<file path="config.mk">
export PLATFORM = sky130hd
export DESIGN_NAME = icap_reboot_ctrl
export DESIGN_NICKNAME = d
export VERILOG_FILES = /design/src/rtl/icap_reboot_ctrl.sv
export SDC_FILE = /design/constraint.sdc
export NUM_CORES = 1
export LEC_CHECK = 0
export BUFFER_PORTS_ARGS = -buffer_cell sky130_fd_sc_hd__buf_2
export CORE_MARGIN = 2
export CORE_UTILIZATION = 28
export CTS_BUF_LIST = sky130_fd_sc_hd__clkbuf_4
export DETAILED_ROUTE_END_ITERATION = 10
export SLEW_MARGIN = 25
export SYNTH_ARGS = -nofsm -noshare
export SYNTH_HDL_FRONTEND = slang
export SYNTH_SLANG_ARGS = --single-unit
</file>
<file path="constraint.sdc">
create_clock -name clk -period 2.5 [get_ports clk]
set_input_delay 0.375 -clock clk [delete_from_list [all_inputs] [get_ports clk]]
set_output_delay 0.375 -clock clk [all_outputs]
set_load 0.02 [all_outputs]
</file>
<file path="src/rtl/icap_reboot_ctrl.sv">
// ICAP MultiBoot reboot sequencer: issues a 20-byte REBOOT stream to a run-time flash address.
// Optional MB_UNLOCK_EN: start is accepted only with the matching unlock key; err flags rejects.
module icap_reboot_ctrl #(
    parameter int unsigned DIV         = 3,
    parameter logic [7:0]  READ_OPCODE = 8'h0B,
    parameter logic [15:0] UNLOCK_KEY  = 16'hA5C3
) (
    input  logic        clk,
    input  logic        rst_n,
    input  logic        start,
    input  logic [23:0] target_addr,
    input  logic [15:0] key_in,
    output logic        busy,
    output logic        done,
    output logic        err,
    output logic        icap_clk,
    output logic        icap_ce_n,
    output logic        icap_write_n,
    output logic [7:0]  icap_i
);

    localparam int unsigned    PW        = $clog2(16);
    localparam logic [PW-1:0]  LAST_PH   = PW'(DIV - 1);
    localparam logic [4:0]     LAST_BYTE = 5'd19;

    typedef enum logic [1:0] {
        S_IDLE,
        S_RUN,
        S_FIN
    } state_t;

    state_t         r_state;
    logic [4:0]     r_byte;
    logic [PW-1:0]  r_phase;
    logic [23:0]    r_addr;
    logic           r_busy;
    logic           r_done;
    logic           r_err;
    logic           r_clk;
    logic           r_en_n;
    logic [7:0]     r_data;

    state_t         w_state_nxt;
    logic [4:0]     w_byte_nxt;
    logic [PW-1:0]  w_phase_nxt;
    logic [23:0]    w_addr_nxt;
    logic           w_busy_nxt;
    logic           w_done_nxt;
    logic           w_err_nxt;
    logic           w_clk_nxt;
    logic           w_en_n_nxt;
    logic [7:0]     w_data_nxt;
    logic [4:0]     w_byte_inc;
    logic           w_key_ok;

`ifdef MB_UNLOCK_EN
    assign w_key_ok = (key_in == UNLOCK_KEY);
`else
    logic w_unused;
    assign w_key_ok = 1'b1;
    assign w_unused = ^{key_in, UNLOCK_KEY};
`endif

    assign w_byte_inc = r_byte + 5'd1;

    // Command stream byte for a given index
    function automatic logic [7:0] f_byte(input logic [4:0] idx,
                                          input logic [23:0] a);
        logic [7:0] b;
        b = 8'h00;
        case (idx)
            5'd2:    b = 8'hAA;
            5'd3:    b = 8'h99;
            5'd4:    b = 8'h32;
            5'd5:    b = 8'h61;
            5'd6:    b = a[15:8];
            5'd7:    b = a[7:0];
            5'd8:    b = 8'h32;
            5'd9:    b = 8'h81;
            5'd10:   b = READ_OPCODE;
            5'd11:   b = a[23:16];
            5'd12:   b = 8'h30;
            5'd13:   b = 8'hA1;
            5'd15:   b = 8'h0E;
            5'd16:   b = 8'h20;
            default: b = 8'h00;
        endcase
        return b;
    endfunction

    // ICAP data pins take the byte MSB on bit 0
    function automatic logic [7:0] f_rev(input logic [7:0] b);
        logic [7:0] r;
        for (int i = 0; i < 8; i++) begin
            r[i] = b[7-i];
        end
        return r;
    endfunction

    // Preamble/postamble bytes are clocked with the port deselected
    function automatic logic f_en_n(input logic [4:0] idx);
        return !((idx >= 5'd2) && (idx <= 5'd17));
    endfunction

    // Next-state and next-output decode
    always_comb begin
        w_state_nxt = r_state;
        w_byte_nxt  = r_byte;
        w_phase_nxt = r_phase;
        w_addr_nxt  = r_addr;
        w_busy_nxt  = r_busy;
        w_done_nxt  = 1'b0;
        w_err_nxt   = 1'b0;
        w_clk_nxt   = 1'b0;
        w_en_n_nxt  = r_en_n;
        w_data_nxt  = r_data;
        case (r_state)
            S_IDLE: begin
                w_busy_nxt = 1'b0;
                w_en_n_nxt = 1'b1;
                w_data_nxt = 8'h00;
                if (start) begin
                    if (w_key_ok) begin
                        w_state_nxt = S_RUN;
                        w_byte_nxt  = 5'd0;
                        w_phase_nxt = '0;
                        w_addr_nxt  = target_addr;
                        w_busy_nxt  = 1'b1;
                        w_en_n_nxt  = f_en_n(5'd0);
                        w_data_nxt  = f_rev(f_byte(5'd0, target_addr));
                    end else begin
                        w_err_nxt = 1'b1;
                    end
                end
            end
            S_RUN: begin
                if (r_phase == LAST_PH) begin
                    w_phase_nxt = '0;
                    if (r_byte == LAST_BYTE) begin
                        w_state_nxt = S_FIN;
                        w_done_nxt  = 1'b1;
                        w_en_n_nxt  = 1'b1;
                        w_data_nxt  = 8'h00;
                    end else begin
                        w_byte_nxt = w_byte_inc;
                        w_en_n_nxt = f_en_n(w_byte_inc);
                        w_data_nxt = f_rev(f_byte(w_byte_inc, r_addr));
                    end
                end else begin
                    w_phase_nxt = r_phase + PW'(1);
                    w_clk_nxt   = (r_phase == '0);
                end
            end
            S_FIN: begin
                w_state_nxt = S_IDLE;
                w_busy_nxt  = 1'b0;
                w_byte_nxt  = 5'd0;
            end
            default: begin
                w_state_nxt = S_IDLE;
                w_busy_nxt  = 1'b0;
                w_en_n_nxt  = 1'b1;
                w_data_nxt  = 8'h00;
            end
        endcase
    end

    // State, counters and registered outputs
    always_ff @(posedge clk or negedge rst_n) begin
        if (!rst_n) begin
            r_state <= S_IDLE;
            r_byte  <= 5'd0;
            r_phase <= '0;
            r_addr  <= 24'h000000;
            r_busy  <= 1'b0;
            r_done  <= 1'b0;
            r_err   <= 1'b0;
            r_clk   <= 1'b0;
            r_en_n  <= 1'b1;
            r_data  <= 8'h00;
        end else begin
            r_state <= w_state_nxt;
            r_byte  <= w_byte_nxt;
            r_phase <= w_phase_nxt;
            r_addr  <= w_addr_nxt;
            r_busy  <= w_busy_nxt;
            r_done  <= w_done_nxt;
            r_err   <= w_err_nxt;
            r_clk   <= w_clk_nxt;
            r_en_n  <= w_en_n_nxt;
            r_data  <= w_data_nxt;
        end
    end

    assign busy         = r_busy;
    assign done         = r_done;
    assign err          = r_err;
    assign icap_clk     = r_clk;
    assign icap_ce_n    = r_en_n;
    assign icap_write_n = r_en_n;
    assign icap_i       = r_data;

endmodule

</file>
==> impl_metrics.yaml, run 1 <==
logic_synthesis:
  synth_area_leaders: "dfrtp_1 (42%), mux2_2 (9.5%), nand2_1 (4.0%), ha_1 (3.7%), o21ai_0 (3.7%)"
  synth-seq-area-share_pct: 43.0
  syn_area_um2: 2740
  synth.avg_cell_area_um2: 9.80
  ys_ff_latch: 47
  synth_nets: 330
  syn_inst: 279
  async_flop_share_pct: 100
  synth_top_area_cell: "dfrtp_1"
  synth.distinct_cells: 58
  synth_edf_count: 0
  ys.warnings.count: 0
  synthFlopType: "dfrtp_1"
  synth_top_area_share_pct: 42.1
detailed_routing:
  routed_wl_mm: 6.25
  drtPass1Iterations: 4
  num_vias: 2200
  drc: 0
  drt_iter0_markers: 211
  viasPerCell: 4.90
  wire_per_inst_um: 13.9
  drtAntennaViolNets: 0
cts:
  post-cts-setup-buffers: 0
  cts-root-buf: "clkbuf_4"
  cts.sinks: 47
  cts_tree: "done"
  cts.clk_slew.worst_paths_ns: 0.14
  postCtsHoldBufs: 0
  numCtsBuffers: 5
  cts_max_path_buffers: 2
  cts_resized: 0
  clock_latency_ns: 0.37
  cts_max_level: 2
sta:
  fin_hold_ws_ns: -0.0112
  finalCritPeriodShare_pct: 85.6
  relSlewSlack_pct: 35.8
  worst_slew_pin_slew_ns: 0.951
  rsz0062_at_grt: "false"
  setup_viol: 0
  finalSetupTns_ns: 0
  max_freq_ghz: 0.467
  final_max_slew_viol_count: 0
  hold_viol: 15
  finClkSkew_ns: 0.0101
  fin_crit_ns: 2.14
cells_and_area:
  area_growth_pct: 14.0
  final_nets: 366
  multi_input_area_um2: 1410
  final-seq-area_um2: 1180
  nFillCells: 1026
  fin_cells: 449
  drive_above_1_share_pct: 29.4
  fin_util_pct: 32.3
  antenna_cells: 0
worst_setup_path:
  r2r-end: "icap_i[6]"
  arrival_ns: 2.40
  max_stage_delay_ns: 0.41
  critPathSlowestCell: "dfrtp_1"
  setup.worst_path.end: "icap_i[6]"
  cp_max_fo: 21
  crit_chain: "ha_1 -> buf_4 -> nand2b_1 -> o21ai_2 -> o21a_4 -> a21o_1 -> a221oi_1 -> o31ai_2"
  critPathLaunch: "r_byte[0]"
  cp.required_ns: 2.76
  end_kind: "register"
  reg2reg_depth: 8
  regToRegSetupSlack_ns: 0.36
  rr_startpoint: "r_byte[0]"
  path_class: "reg -> reg"
  cp-start-kind: "register"
placement:
  gp_congestion: 0.837
  place_inst: 441
  dp_hpwl_mm: 4.60
  port_buffers: 39
floorplanning:
  rows: 36
  die_y_um: 103
  start_util_pct: 28.4
  coreArea_um2: 9640
  die_x_um: 103
  io_pins: 57
  die_area_um2: 10600
power_and_ir_drop:
  leakagePower_nw: 1.45
  max-vdd-ir-drop_uv: 176
  seqPwrFrac_pct: 65.3
  p_int_w: 0.000895
  combPwrFrac_pct: 3.1
  power_density_nw_per_um2: 374
  switching_power_w: 0.000270
  switching_share_pct: 23.2
  clkPwrFrac_pct: 31.6
global_routing:
  grt_usage_pct: 12.4
  antenna_found_initial: 0
  gr-total-overflow: 0
  grt_pass1_vias: 2005
  grt_pass1_wl_mm: 10.3
  grt_start_max_net_pins: 48
status:
  violations: "hold timing"
  status: "finished, violations left"
run:
  maxCapViolations: 0
hold_path:
  hold_path.class: "in -> async"
-- state kept, by name, indices dropped and copies added (netlist names) --
signal     flops
icap_ce_n      1
icap_clk       1
busy           1
r_phase        4
done           1
r_byte         5
r_addr        24
r_state        2
icap_i         8
-- through the flow --
| stage | setup WS [ns] | power (W) | instance area [um2] |
|---|---|---|---|
| 3_5_place_dp | 0.384 | 0.000813 | 3060 |
| 2_1_floorplan | 0.526 | 0.000778 | 2740 |
| 6_report | 0.360 | 0.00116 | 3120 |
| 3_3_place_gp | 0.435 | 0.000812 | 3060 |
| 5_1_grt | 0.215 | 0.00122 | 3120 |
| 4_1_cts | 0.366 | 0.00118 | 3110 |
-- synth_stat cells (all sizes together) (3+ instances only) --
cell,count
nand4,3
nand3,9
o21ai,29
ha,8
and3,5
inv,12
o22ai,3
buf,15
a21o,4
mux2,23
nand2,29
xor2,3
a21oi,16
nand2b,4
xnor2,3
a211oi,4
clkbuf,4
nor2,15
nor3,6
dfrtp,46
o211ai,4
-- cell usage in the layout, fill, tap and decap left out, types with 4 or more instances in the layout --
cell type  netlist  layout
dfrtp_1         46      46
buf_2            8      38
nand2_1         29      29
mux2_2          23      23
o21ai_0         20      20
a21oi_1         16      16
nor2_1          15      15
inv_1           12      12
buf_4            7      10
o21ai_1          8       8
nand3_1          8       8
ha_1             8       8
nor3_1           6       6
clkbuf_4         0       6
a211oi_1         4       4
and3_1           4       4
nand2b_1         4       4
-- cell families (layout without fill, tap and decap cells) --
family | Yosys count | after routing | share of synthesized area (%)
AOI/OAI and AO/OA | 84 | 84 | 21.6
and+or+nand+nor | 78 | 78 | 14.0
muxes | 24 | 24 | 9.84
DFF | 47 | 47 | 43.0
other | 1 | 1 | 0.137
xor gates and xnor gates | 6 | 6 | 2.20
adders and majority gates | 8 | 8 | 3.66
buffers and inverters | 31 | 68 | 5.58
-- per-layer routing --
metal | routed length, um | up-vias | share of wire, % | global-route usage [%]
li1 | - | 1063 | - | -
met1 | 3060 | 1063 | 49 | 18.4
met2 | 2720 | 66 | 43 | 17.8
met3 | 361 | 8 | 5.8 | 2.58
met4 | 112 | 0 | 1.8 | 4.45
met5 | 0 | - | 0 | 0
-- power by group through the flow --
stage               sequential [W]  clock (W)  combinational, W
floorplan                 0.000775          0        0.00000282
global placement          0.000775          0         0.0000378
detailed placement        0.000775          0         0.0000382
CTS                       0.000760   0.000379         0.0000382
global route              0.000761   0.000413         0.0000430
finish                    0.000760   0.000368         0.0000366
-- cell type report --
type                       count  area share [%]
clock buffer                   6            1.45
clock inverter                 2           0.401
inverter                      12            1.45
multi-input combinational    201            45.1
sequential                    47            37.8
tap                          133            5.34
timing repair buffer          48            8.51
-- worst max-delay path: cells and delay by family (launching register included) --
kind | cells | cell delay [ns]
AO/OA/AOI/OAI | 5 | 0.99
adder cells (fa/ha/maj) | 1 | 0.24
buffers and inverters | 1 | 0.21
flip-flops | 1 | 0.41
AND/OR/NAND/NOR | 1 | 0.18
-- how the worst min path moves through the flow --
| stage | slack, ns | end |
|---|---|---|
| 6_report | -0.01 | done |
| 5_1_grt | 0.03 | r_addr[4] |
| 4_1_cts | 0.20 | r_addr[4] |
| 3_5_place_dp | 0.47 | icap_ce_n |
| 3_3_place_gp | 0.47 | icap_i[0] |
| 2_1_floorplan | 0.08 | busy |
Note: power is estimated with default switching activity, not from simulation.
==> run 2, diff against run 1 <==
- CORE_UTILIZATION: 28 -> 35
==> run 2 against run 1 <==
Against the previous run:
- the run now ends clean
- total power down 1.9%
- die area down 19%
- hold slack better by 0.22 ns
- critical endpoint is now icap_i[2]
- largest cell class unchanged
==> impl_metrics.yaml, run 2 (synthesis gave the netlist of run 1 again) <==
global_routing:
  grt_usage_pct: 15.5
  antenna_found_initial: 1
  gr-total-overflow: 0
  grt_pass1_vias: 2118
  grt_pass1_wl_mm: 10.6
  grt_start_max_net_pins: 27
worst_setup_path:
  critPathSlowestCell: "dfrtp_1"
  critPathLaunch: "r_byte[0]"
  end_kind: "register"
  path_class: "reg -> reg"
  cp_max_fo: 21
  cp.required_ns: 2.76
  arrival_ns: 2.38
  crit_chain: "ha_1 -> buf_4 -> or2_4 -> o21a_1 -> o211ai_2 -> nor2_1 -> a2111oi_4 -> o21ai_1"
  max_stage_delay_ns: 0.41
  rr_startpoint: "r_byte[0]"
  reg2reg_depth: 8
  cp-start-kind: "register"
floorplanning:
  rows: 32
  start_util_pct: 35.8
  die_y_um: 92.4
  die_area_um2: 8540
  coreArea_um2: 7650
  io_pins: 57
  die_x_um: 92.4
cts:
  cts-root-buf: "clkbuf_4"
  cts_resized: 0
  postCtsHoldBufs: 1
  numCtsBuffers: 5
  cts_max_level: 2
  cts_tree: "done"
  clock_latency_ns: 0.36
  cts_max_path_buffers: 2
  post-cts-setup-buffers: 0
  cts.sinks: 47
  cts.clk_slew.worst_paths_ns: 0.13
sta:
  finalCritPeriodShare_pct: 84.5
  final_max_slew_viol_count: 0
  finClkSkew_ns: 0.00613
  worst_slew_pin_slew_ns: 0.966
  fin_crit_ns: 2.11
  max_freq_ghz: 0.473
  rsz0062_at_grt: "false"
  hold_viol: 0
  finalSetupTns_ns: 0
  setup_viol: 0
  relSlewSlack_pct: 34.8
detailed_routing:
  drt_iter0_markers: 145
  num_vias: 2220
  drtPass1Iterations: 4
  routed_wl_mm: 6.12
  drc: 0
  drtAntennaViolNets: 0
  wire_per_inst_um: 14.5
  viasPerCell: 5.27
placement:
  place_inst: 411
  placed_area_um2: 3030
  port_buffers: 39
  dp_hpwl_mm: 4.45
  gp_congestion: 0.842
cells_and_area:
  final_nets: 368
  area_growth_pct: 13.0
  final_common_cell: "dfrtp_1"
  fin_cells: 421
  largest_reg_flops: 24
  nFillCells: 762
  drive_above_1_share_pct: 28.9
  mostFrequentLayoutCells: "dfrtp_1 (46), buf_2 (39), nand2_1 (29)"
  final_area_um2: 3090
  top_register: "r_addr"
power_and_ir_drop:
  p_total_w: 0.00114
  leakagePower_nw: 1.46
  power_density_nw_per_um2: 370
  max-vdd-ir-drop_uv: 175
hold_path:
  hold_path.class: "in -> reg"
  hold_depth: 3
  hold_path_startpoint: "target_addr[4]"
run:
  maxCapViolations: 0
status:
  status: "finished, final reports clean"
run 2: cell count changes in the layout (fill, tap and decap cells not counted), sizes merged:
cell / before / now
dlygate4sd3: 0 / 1
diode: 0 / 1
clkbuf: 6 / 5
clkinv: 1 / 2
buf: 48 / 49
run 2: stage by stage:
| step | hold slack (ns) | worst slack [ns] | util (%) |
|---|---|---|---|
| after global routing | 0.207 | 0.141 | 40.4 |
| after global placement | 0.377 | 0.434 | 39.6 |
| after detailed placement | 0.391 | 0.433 | 39.6 |
| final | 0.214 | 0.386 | 40.4 |
| after CTS | 0.203 | 0.373 | 40.4 |
| after floorplan | 0.0794 | 0.526 | - |
run 2: final timing paths:
check	slack, ns	end
worst max-delay path	0.39	icap_i[2]
worst min-delay path	0.21	r_addr[4]
worst max register to register	0.39	icap_i[2]
worst min register to register	0.48	icap_ce_n
max in group asynchronous	1.28	r_addr[2]
min in group asynchronous	0.50	r_phase[3]
run 2: worst max-delay path: cells and delay by family (launching register included):
kind,cells,cell delay (ns)
AOI/OAI and AO/OA,4,0.76
DFF,1,0.41
and+or+nand+nor,2,0.40
adders and majority gates,1,0.23
buffers and inverters,1,0.21
run 2: cell type report:
type	count	area [um2]	share of cell area (%)
clock inverter	3	15.0	0.486
inverter	12	45.0	1.46
clock buffer	5	37.5	1.21
tap	102	128	4.13
timing repair buffer	50	280	9.07
multi-input combinational	201	1410	45.5
antenna	1	2.50	0.0810
sequential	47	1180	38.1
run 2: routing by layer:
| layer | vias up | global-route usage (%) | wire length [um] |
|---|---|---|---|
| met2 | 56 | 22.9 | 2760 |
| met3 | 7 | 3.34 | 331 |
| met5 | - | 0 | 0 |
| li1 | 1073 | - | - |
| met1 | 1084 | 22.3 | 2920 |
| met4 | 0 | 5.60 | 112 |
run 2: where the power goes:
| part | leakage [nW] | total, W | internal [W] | switching [W] |
|---|---|---|---|---|
| clock | 0.0263 | 0.000345 | 0.000103 | 0.000241 |
| combinational | 0.812 | 0.0000377 | 0.0000163 | 0.0000215 |
| sequential | 0.618 | 0.000760 | 0.000760 | 0 |
